<file path="src/rtl/step_seq_gen.sv">
// ---------------------------------------------------------------------------
// step_seq_gen
// Symbol-sequence generator that feeds a downstream step FSM. A command
// handshake selects one of two three-phase sequences (S1 = 1,2,3 or
// S2 = 4,5,6) and a repeat count. The selected sequence is emitted back to
// back the requested number of times, with no idle symbol between repeats.
// The value 7 is never driven.
//
// Optional feature macro: STEP_SEQ_GEN_HAMMING_EN
//   When defined, the phase and selector word is stored as a Hamming(7,4)
//   codeword. It is corrected by h3_correct_n_k before it is decoded, and
//   sec_o reports each single-bit correction. When undefined, the word is
//   stored in plain binary and sec_o is tied to 0.
//
// Parameters:
//   IO_SIZE_G   symbol width (only 3 is meaningful)
//   CNT_W_G     width of the repeat count
// Ports:
//   clk_i        clock, rising edge
//   rst_n_i      synchronous active-low reset
//   cmd_valid_i  command request
//   cmd_ready_o  command accept (IDLE, out of reset, abort low)
//   cmd_sel_i    sequence select, 0 = S1, 1 = S2
//   cmd_count_i  number of back-to-back sequences
//   abort_i      synchronous abort, highest priority after reset
//   data_o       registered symbol stream
//   busy_o       registered, high while not in IDLE
//   done_o       registered one-cycle completion pulse
//   remaining_o  registered count of sequences left, including the current one
//   sec_o        registered single-error-corrected flag
// ---------------------------------------------------------------------------

`ifdef STEP_SEQ_GEN_HAMMING_EN
// Hamming(7,4) single-error corrector. Codeword bit i holds position i+1:
// positions 1,2,4 are parity and positions 3,5,6,7 carry data bits 0..3.
module h3_correct_n_k (
    input  logic [6:0] code_i,
    output logic [3:0] data_o,
    output logic       sec_o
);
    logic [2:0] syndrome;
    logic [6:0] flip;
    logic [6:0] fixed;

    assign syndrome[0] = code_i[0] ^ code_i[2] ^ code_i[4] ^ code_i[6];
    assign syndrome[1] = code_i[1] ^ code_i[2] ^ code_i[5] ^ code_i[6];
    assign syndrome[2] = code_i[3] ^ code_i[4] ^ code_i[5] ^ code_i[6];

    // A nonzero syndrome is the position of the bad bit.
    assign flip   = (syndrome != 3'd0) ? (7'd1 << (syndrome - 3'd1)) : 7'd0;
    assign fixed  = code_i ^ flip;
    assign data_o = {fixed[6], fixed[5], fixed[4], fixed[2]};
    assign sec_o  = (syndrome != 3'd0);
endmodule
`endif

module step_seq_gen #(
    parameter int IO_SIZE_G = 3,
    parameter int CNT_W_G   = 8
) (
    input  logic                 clk_i,
    input  logic                 rst_n_i,
    input  logic                 cmd_valid_i,
    output logic                 cmd_ready_o,
    input  logic                 cmd_sel_i,
    input  logic [CNT_W_G-1:0]   cmd_count_i,
    input  logic                 abort_i,
    output logic [IO_SIZE_G-1:0] data_o,
    output logic                 busy_o,
    output logic                 done_o,
    output logic [CNT_W_G-1:0]   remaining_o,
    output logic                 sec_o
);

    typedef enum logic [1:0] {
        IDLE = 2'd0,
        PH_A = 2'd1,
        PH_B = 2'd2,
        PH_C = 2'd3
    } phase_t;

    phase_t               cur_ph;
    phase_t               nxt_ph;
    logic                 cur_sel;
    logic                 nxt_sel;
    logic                 cur_legal;
    logic                 cur_sec;
    logic [CNT_W_G-1:0]   nxt_rem;
    logic                 nxt_done;
    logic [IO_SIZE_G-1:0] nxt_data;

`ifdef STEP_SEQ_GEN_HAMMING_EN
    // Stored word is {pad, sel, phase[1:0]} protected as a Hamming(7,4)
    // codeword. A pad bit that is still set after correction means that
    // more than one bit was upset, so the word is treated as unrecoverable.
    logic [6:0] state_q;
    logic [3:0] fixed_word;

    function automatic logic [6:0] ham_encode(input logic [3:0] d);
        logic p1, p2, p3;
        p1 = d[0] ^ d[1] ^ d[3];
        p2 = d[0] ^ d[2] ^ d[3];
        p3 = d[1] ^ d[2] ^ d[3];
        return {d[3], d[2], d[1], p3, d[0], p2, p1};
    endfunction

    h3_correct_n_k u_corr (
        .code_i (state_q),
        .data_o (fixed_word),
        .sec_o  (cur_sec)
    );

    assign cur_ph    = phase_t'(fixed_word[1:0]);
    assign cur_sel   = fixed_word[2];
    assign cur_legal = ~fixed_word[3];
`else
    // Stored word is {sel, phase[1:0]} in plain binary. Every encoding is
    // a valid state, so no decode can be illegal.
    logic [2:0] state_q;

    assign cur_ph    = phase_t'(state_q[1:0]);
    assign cur_sel   = state_q[2];
    assign cur_legal = 1'b1;
    assign cur_sec   = 1'b0;
`endif

    // Ready depends only on the decoded state, abort and reset.
    assign cmd_ready_o = rst_n_i && cur_legal && (cur_ph == IDLE) && !abort_i;

    // Next-state decode. Abort has priority over every transition and never
    // raises done. After the last C phase the block goes to IDLE and pulses
    // done. On earlier C phases it returns straight to A, so no idle symbol
    // appears between repeats.
    always_comb begin
        nxt_ph   = IDLE;
        nxt_sel  = cur_sel;
        nxt_rem  = '0;
        nxt_done = 1'b0;
        if (abort_i) begin
            nxt_ph = IDLE;
        end else if (!cur_legal) begin
            nxt_ph = IDLE;
        end else begin
            case (cur_ph)
                IDLE: begin
                    if (cmd_valid_i && cmd_ready_o) begin
                        if (cmd_count_i != '0) begin
                            nxt_ph  = PH_A;
                            nxt_sel = cmd_sel_i;
                            nxt_rem = cmd_count_i;
                        end else begin
                            nxt_done = 1'b1;
                        end
                    end
                end
                PH_A: begin
                    nxt_ph  = PH_B;
                    nxt_rem = remaining_o;
                end
                PH_B: begin
                    nxt_ph  = PH_C;
                    nxt_rem = remaining_o;
                end
                PH_C: begin
                    if (remaining_o > CNT_W_G'(1)) begin
                        nxt_ph  = PH_A;
                        nxt_rem = remaining_o - CNT_W_G'(1);
                    end else begin
                        nxt_done = 1'b1;
                    end
                end
                default: nxt_ph = IDLE;
            endcase
        end
    end

    // Symbol for the next state. S2 symbols are the S1 symbols offset by 3.
    always_comb begin
        nxt_data = '0;
        if (nxt_ph != IDLE) begin
            if (nxt_sel) begin
                nxt_data = IO_SIZE_G'({1'b0, nxt_ph}) + IO_SIZE_G'(3);
            end else begin
                nxt_data = IO_SIZE_G'({1'b0, nxt_ph});
            end
        end
    end

    // State and every output register. Reset overrides abort and handshakes.
    always_ff @(posedge clk_i) begin
        if (!rst_n_i) begin
            state_q     <= '0;
            data_o      <= '0;
            busy_o      <= 1'b0;
            done_o      <= 1'b0;
            remaining_o <= '0;
            sec_o       <= 1'b0;
        end else begin
`ifdef STEP_SEQ_GEN_HAMMING_EN
            state_q     <= ham_encode({1'b0, nxt_sel, nxt_ph});
`else
            state_q     <= {nxt_sel, nxt_ph};
`endif
            data_o      <= nxt_data;
            busy_o      <= (nxt_ph != IDLE);
            done_o      <= nxt_done;
            remaining_o <= nxt_rem;
            sec_o       <= cur_sec;
        end
    end

endmodule

</file>
<file path="config.mk">
export PLATFORM = sky130hd
export DESIGN_NAME = step_seq_gen
export DESIGN_NICKNAME = d
export VERILOG_FILES = /design/src/rtl/step_seq_gen.sv
export SDC_FILE = /design/constraint.sdc
export NUM_CORES = 1
export LEC_CHECK = 0
export ABC_AREA = 1
export CAP_MARGIN = 20
export CORE_MARGIN = 4
export CORE_UTILIZATION = 47
export DETAILED_ROUTE_END_ITERATION = 16
export PLACE_DENSITY = 0.85
export SETUP_SLACK_MARGIN = 0.5
export SYNTH_ARGS = -nofsm -noshare
export SYNTH_HDL_FRONTEND = slang
export SYNTH_SLANG_ARGS = --single-unit
</file>
<file path="constraint.sdc">
create_clock -name clk_i -period 1.7 [get_ports clk_i]
set_input_delay 0.17 -clock clk_i [delete_from_list [all_inputs] [get_ports clk_i]]
set_output_delay 0.17 -clock clk_i [all_outputs]
set_load 0.03 [all_outputs]
</file>
* After elaboration in Yosys (flattened, before gate mapping)
Cells that the tools add are included.
Widths: inputs -> output; s select.
** Word-level totals
- Register bits :: 16
- Input port bits :: 13
- Output and inout port bits :: 15
- Word-level logic and storage cells :: 42
** Operators by class
- Add/sub/neg operators :: 2
- Order comparisons :: 1
- Equality and inequality tests :: 3
- Mux-type cells :: 18
- Bitwise operators :: 1
- Reduce and logical (&&, ||, !) cells :: 11
** Operator list (number)
- $mux 8 :: 3
- $pmux 8 s2 :: 1
- $mux 1 :: 10
- $gt 8x1->1 const B :: 1
- $pmux 2 s4 :: 1
- $reduce_bool 8->1 :: 1
- $sub 8x1->8 const B :: 1
- $eq 2x2->1 const B :: 2
- $mux 2 :: 2
- $reduce_or 2->1 :: 2
- $add 2x2->3 const B :: 1
- $logic_and 1x1->1 :: 3
- $reduce_and 3->1 :: 1
- $eq 2x1->1 const B :: 1
- $logic_not 2->1 :: 1
- $pmux 1 s2 :: 1
- $reduce_and 2->1 :: 1
- $reduce_bool 2->1 :: 1
- $logic_not 1->1 :: 1
- $not 1->1 :: 1

* Depth between registers and ports, before layout
Gate-level depths: netlist of the first run.
- Word-level depth :: 9
- Gate-level depth with buffers :: 10
- Mapped depth without buffers :: 10

* Least setup slack after synthesis of the first run
No wires, ideal clock.
- Path type :: reg-to-reg
- From :: register remaining_o[0]
- To :: register data_o[0]
- Setup time :: 0.115 ns
- Arrival time :: 1.454 ns
- Data required time :: 1.585 ns
- Slack :: 0.131 ns
- Cell stages (with the launch flop) :: 11
- Buffers on the path :: 0
- Period minus slack after synthesis :: 1.569 ns
- Cell sequence :: dfxtp_1 > inv_1 > ha_1 > nor2_1 > nor2_2 > nand2_2 > nand3_2 > nand3_2 > nand2_2 > nand2_2 > a21oi_2
** Between the ends
- Cells in the longest elaborated chain, start to end :: 6
- Elaborated cells between the ends (all ways) :: 8
- Those cells by class :: add/sub (1); order compare (1); mux (4); reduce/logical (2)
** RTL lines
- from (decl) :: line 71 : output logic [CNT_W_G-1:0] remaining_o,
- from (signal assigned) :: line 207 : remaining_o <= nxt_rem;
- $gt 8x1->1 * :: line 165 : if (remaining_o > CNT_W_G'(1)) begin
- $mux 1 * :: line 165
- $pmux 2 s4 * :: line 144 : case (cur_ph)
- $mux 2 * :: line 139 : if (abort_i) begin
- $add 2x2->3 or $reduce_bool 2->1 (tied branches) :: line 182, 180
- $mux 2 or $reduce_and 2->1 (tied branches)
- to (signal assigned) :: line 204 : data_o <= nxt_data;
- to (decl) :: line 68 : output logic [IO_SIZE_G-1:0] data_o,
Mark *: on every way between the ends. The rest lies on a longest branch, timed or not.
A chain may end at the register's enable or synchronous reset.

* Worst setup path in the final report of the first run
- From :: register state_q[1]
- To :: output cmd_ready_o
** Between the ends
- Cells in the longest elaborated chain, start to end :: 3
** RTL lines
- from (decl) :: line 119 : logic [2:0] state_q;
- from (signal assigned) :: line 202 : state_q <= {nxt_sel, nxt_ph};
- $logic_not 2->1 :: line 128 : assign cmd_ready_o = rst_n_i && cur_legal && (cur_ph == IDLE) && !abort_i;
- $logic_and 1x1->1 (2 in series) :: line 128
- to (decl) :: line 64 : output logic cmd_ready_o,
No other way between the ends.

==> metrics, run 1 <==
final wirelength 2610 um; GRT Residual Overflow 0; Final Cycle Share 85.9%; DR WL/cell 12.5 um; Core ar. 1980 sq um; initial DRC count 20; die width 54.1 um; CP endpoint kind primary output; Pleak 0.000701 uW; first-pass GRT wire length 4370 um; Setup violations, final 0; crit path max-delay cell type dfxtp_2; port bufs 26; syn nets 163; residual DRC count 0; Finished Cell Area 1460 sq um; max-slew violations 0; worst endpoint required time 1.53 ns; Layout fillers 141; Critical Path, Cell by Cell inv_2, ha_4, nand2_4, buf_4, nor2_4, buf_6; Yosys warning count 0; CP peak stage delay 0.35 ns; Mean Syn Cell Area 6.89 sq um; number of distinct library cells after synthesis 29; Worst Path Max Fanout 3; Core Rows 16; Layout Skew 0.00130 ns; PwrDens 568 nW/um^2; Initial DRT Pass Iterations 4; CTS tree yes; DP HPWL 1910 um; H-Tree Depth 1; largest net degree at the start of global routing 13; Placed Cells 195; Initial Util 50.4%; outcome finished clean; placed cell area 1320 sq um; Worst Path Arrival 1.29 ns; maximum root-to-sink buffer count 2; EDFF count, synth 0; worst vdd ir 0.409 mV; CTS Buf Count 3; vias in the first global route 1017; predominant post-synthesis flop cell dfxtp_1; P&R area growth vs syn 46.4%; type of the worst min-delay path in2reg; die area 2930 sq um; CTS root buffer clkbuf_4; RSZ-0062 raised after global routing true; Critical Path Start Type flip-flop; Ant. Diodes 0; sequential fraction of the synthesis area 32.1%; Clk pin slew, worst setup/hold paths 0.10 ns; Max-cap violations 0; via count 1017; vias per cell 4.87; final hold violations 0; Synth Register Bits 16; Synth Instances 145; max frequency 685 MHz; Min Clock Period, post-route 1.46 ns; # clock sinks 16; Final #Nets 201; Synth Cell Area 998 sq um; GRT Total Usage 21.0%; Setup TNS Final 0 ns; worst setup margin 0.240 ns; die height 54.1 um; Setup CP Type reg2out; asr flop ratio synth 0%; final RePlAce weighted congestion 0.852; Post-Place Worst Slack 0.122 ns; Clock Latency Late Sink 0.30 ns; antenna violations before repair 0; worst hold slack 0.478 ns; share of cells above drive strength 1 38.5%; Post-Layout Cell Count 209; # IOs 28; DRT antenna net count 0
## area by class of cell
class / instances / area [sq um] / area share, %
clock buffers: 4 / 36.3 / 2.48
well taps: 27 / 33.8 / 2.31
multi-input cells: 96 / 634 / 43.4
flip-flops and latches: 16 / 332 / 22.7
repair buffers: 36 / 302 / 20.6
inverters: 30 / 124 / 8.48
## worst paths after layout
kind              slack, ns        endpoint  cells past startpoint            from
setup / recovery       0.24     cmd_ready_o                      6      state_q[1]
hold / removal         0.48  remaining_o[6]                      3  cmd_count_i[6]
setup reg to reg       0.34       data_o[0]                      9      state_q[1]
hold reg to reg        0.60      state_q[2]                      4      state_q[2]
## registers in the layout (all words and copies together) (netlist names)
signal	flops
busy_o	1
data_o	3
done_o	1
remaining_o	8
state_q	3
## timing repair
item,in CTS,in global routing
endpoints found under the setup margin,29,26
hold buffers,0,0
resized for setup,40,20
setup buffers,7,3
pin swaps,10,2
## cells by family (layout without fill, tap and decap cells)
kind of cell	Yosys count	count (layout)	share of synthesized area, %
compound gates	23	23	13.8
xor+xnor	3	3	2.63
fa+ha+maj	5	5	6.27
buf+inv	33	70	13.2
flops	16	16	32.1
other cells	1	1	0.376
simple gates	64	64	31.7
## metrics by stage
stage	utilization, %	power, uW
after detailed placement	66.8	552
final	73.7	830
after global placement	66.8	548
after floorplan	-	497
after CTS	73.5	819
after global routing	73.7	864
## critical path: cells and delay by family (launching register included)
family / cells / cell delay (ns)
adders and majority gates: 1 / 0.14
DFF: 1 / 0.35
and+or+nand+nor: 2 / 0.15
buffers and inverters: 3 / 0.35
## power breakdown
group / switching (uW) / total [uW] / internal (uW)
Sequential: 6.25 / 386 / 379
Combinational: 99.5 / 178 / 78.5
Clock: 136 / 266 / 131
## layer usage
layer  share of wire (%)  up-vias  GRT usage, %
li1                    -      527             -
met1                  42      452          24.5
met2                  51       31          34.1
met3                 4.8        7          6.65
met4                 2.2        0          10.8
met5                   0        -             0
## cell usage in the layout (no fill, tap or decap), types with 2 or more instances in the layout
cell type | Yosys | layout
nor2_1 | 16 | 14
buf_2 | 1 | 6
clkbuf_4 | 0 | 3
nand3_2 | 3 | 7
dfxtp_1 | 16 | 11
inv_1 | 24 | 17
a31oi_1 | 2 | 2
nor2_2 | 2 | 3
clkdlybuf4s50_1 | 0 | 12
buf_4 | 1 | 10
nand2_1 | 22 | 21
dfxtp_2 | 0 | 3
o21ai_0 | 10 | 8
clkdlybuf4s15_1 | 0 | 4
inv_2 | 5 | 8
ha_4 | 0 | 3
inv_4 | 0 | 4
nand2_4 | 0 | 2
o21ai_1 | 1 | 3
xor2_1 | 2 | 2
nand2_2 | 8 | 7
nand3_1 | 9 | 5
o22ai_1 | 3 | 3
a21oi_2 | 2 | 2
dfxtp_4 | 0 | 2
a21oi_1 | 3 | 3
## cells in the mapped netlist, types with 2 or more instances
| master | n | area share, % |
|---|---|---|
| a21oi_1 | 3 | 1.5 |
| a21oi_2 | 2 | 1.8 |
| a31oi_1 | 2 | 1.3 |
| dfxtp_1 | 16 | 32 |
| ha_1 | 5 | 6.3 |
| inv_1 | 24 | 9.0 |
| inv_2 | 5 | 1.9 |
| nand2_1 | 22 | 8.3 |
| nand2_2 | 8 | 5.0 |
| nand3_1 | 9 | 4.5 |
| nand3_2 | 3 | 3.0 |
| nor2_1 | 16 | 6.0 |
| nor2_2 | 2 | 1.3 |
| o21ai_0 | 10 | 5.0 |
| o22ai_1 | 3 | 1.9 |
| xor2_1 | 2 | 1.8 |
(Power assumes the default switching activity.)
==> run 2, diff against run 1 <==
--- a/config.mk
+++ b/config.mk
@@ -6,12 +6,13 @@
 export NUM_CORES = 1
 export LEC_CHECK = 0
 export ABC_AREA = 1
-export CAP_MARGIN = 20
 export CORE_MARGIN = 4
 export CORE_UTILIZATION = 47
 export DETAILED_ROUTE_END_ITERATION = 16
+export HOLD_SLACK_MARGIN = 0.12
 export PLACE_DENSITY = 0.85
 export SETUP_SLACK_MARGIN = 0.5
+export SLEW_MARGIN = 15
 export SYNTH_ARGS = -nofsm -noshare
 export SYNTH_HDL_FRONTEND = slang
 export SYNTH_SLANG_ARGS = --single-unit
==> results of run 2 <==
Final layout, timing and power as in run 1 (identical DEF).
==> run 3, diff against run 2 <==
--- a/config.mk
+++ b/config.mk
@@ -6,6 +6,7 @@
 export NUM_CORES = 1
 export LEC_CHECK = 0
 export ABC_AREA = 1
+export CAP_MARGIN = 30
 export CORE_MARGIN = 4
 export CORE_UTILIZATION = 47
 export DETAILED_ROUTE_END_ITERATION = 16
==> results of run 3 <==
Final layout, timing and power as in run 1 (identical DEF).
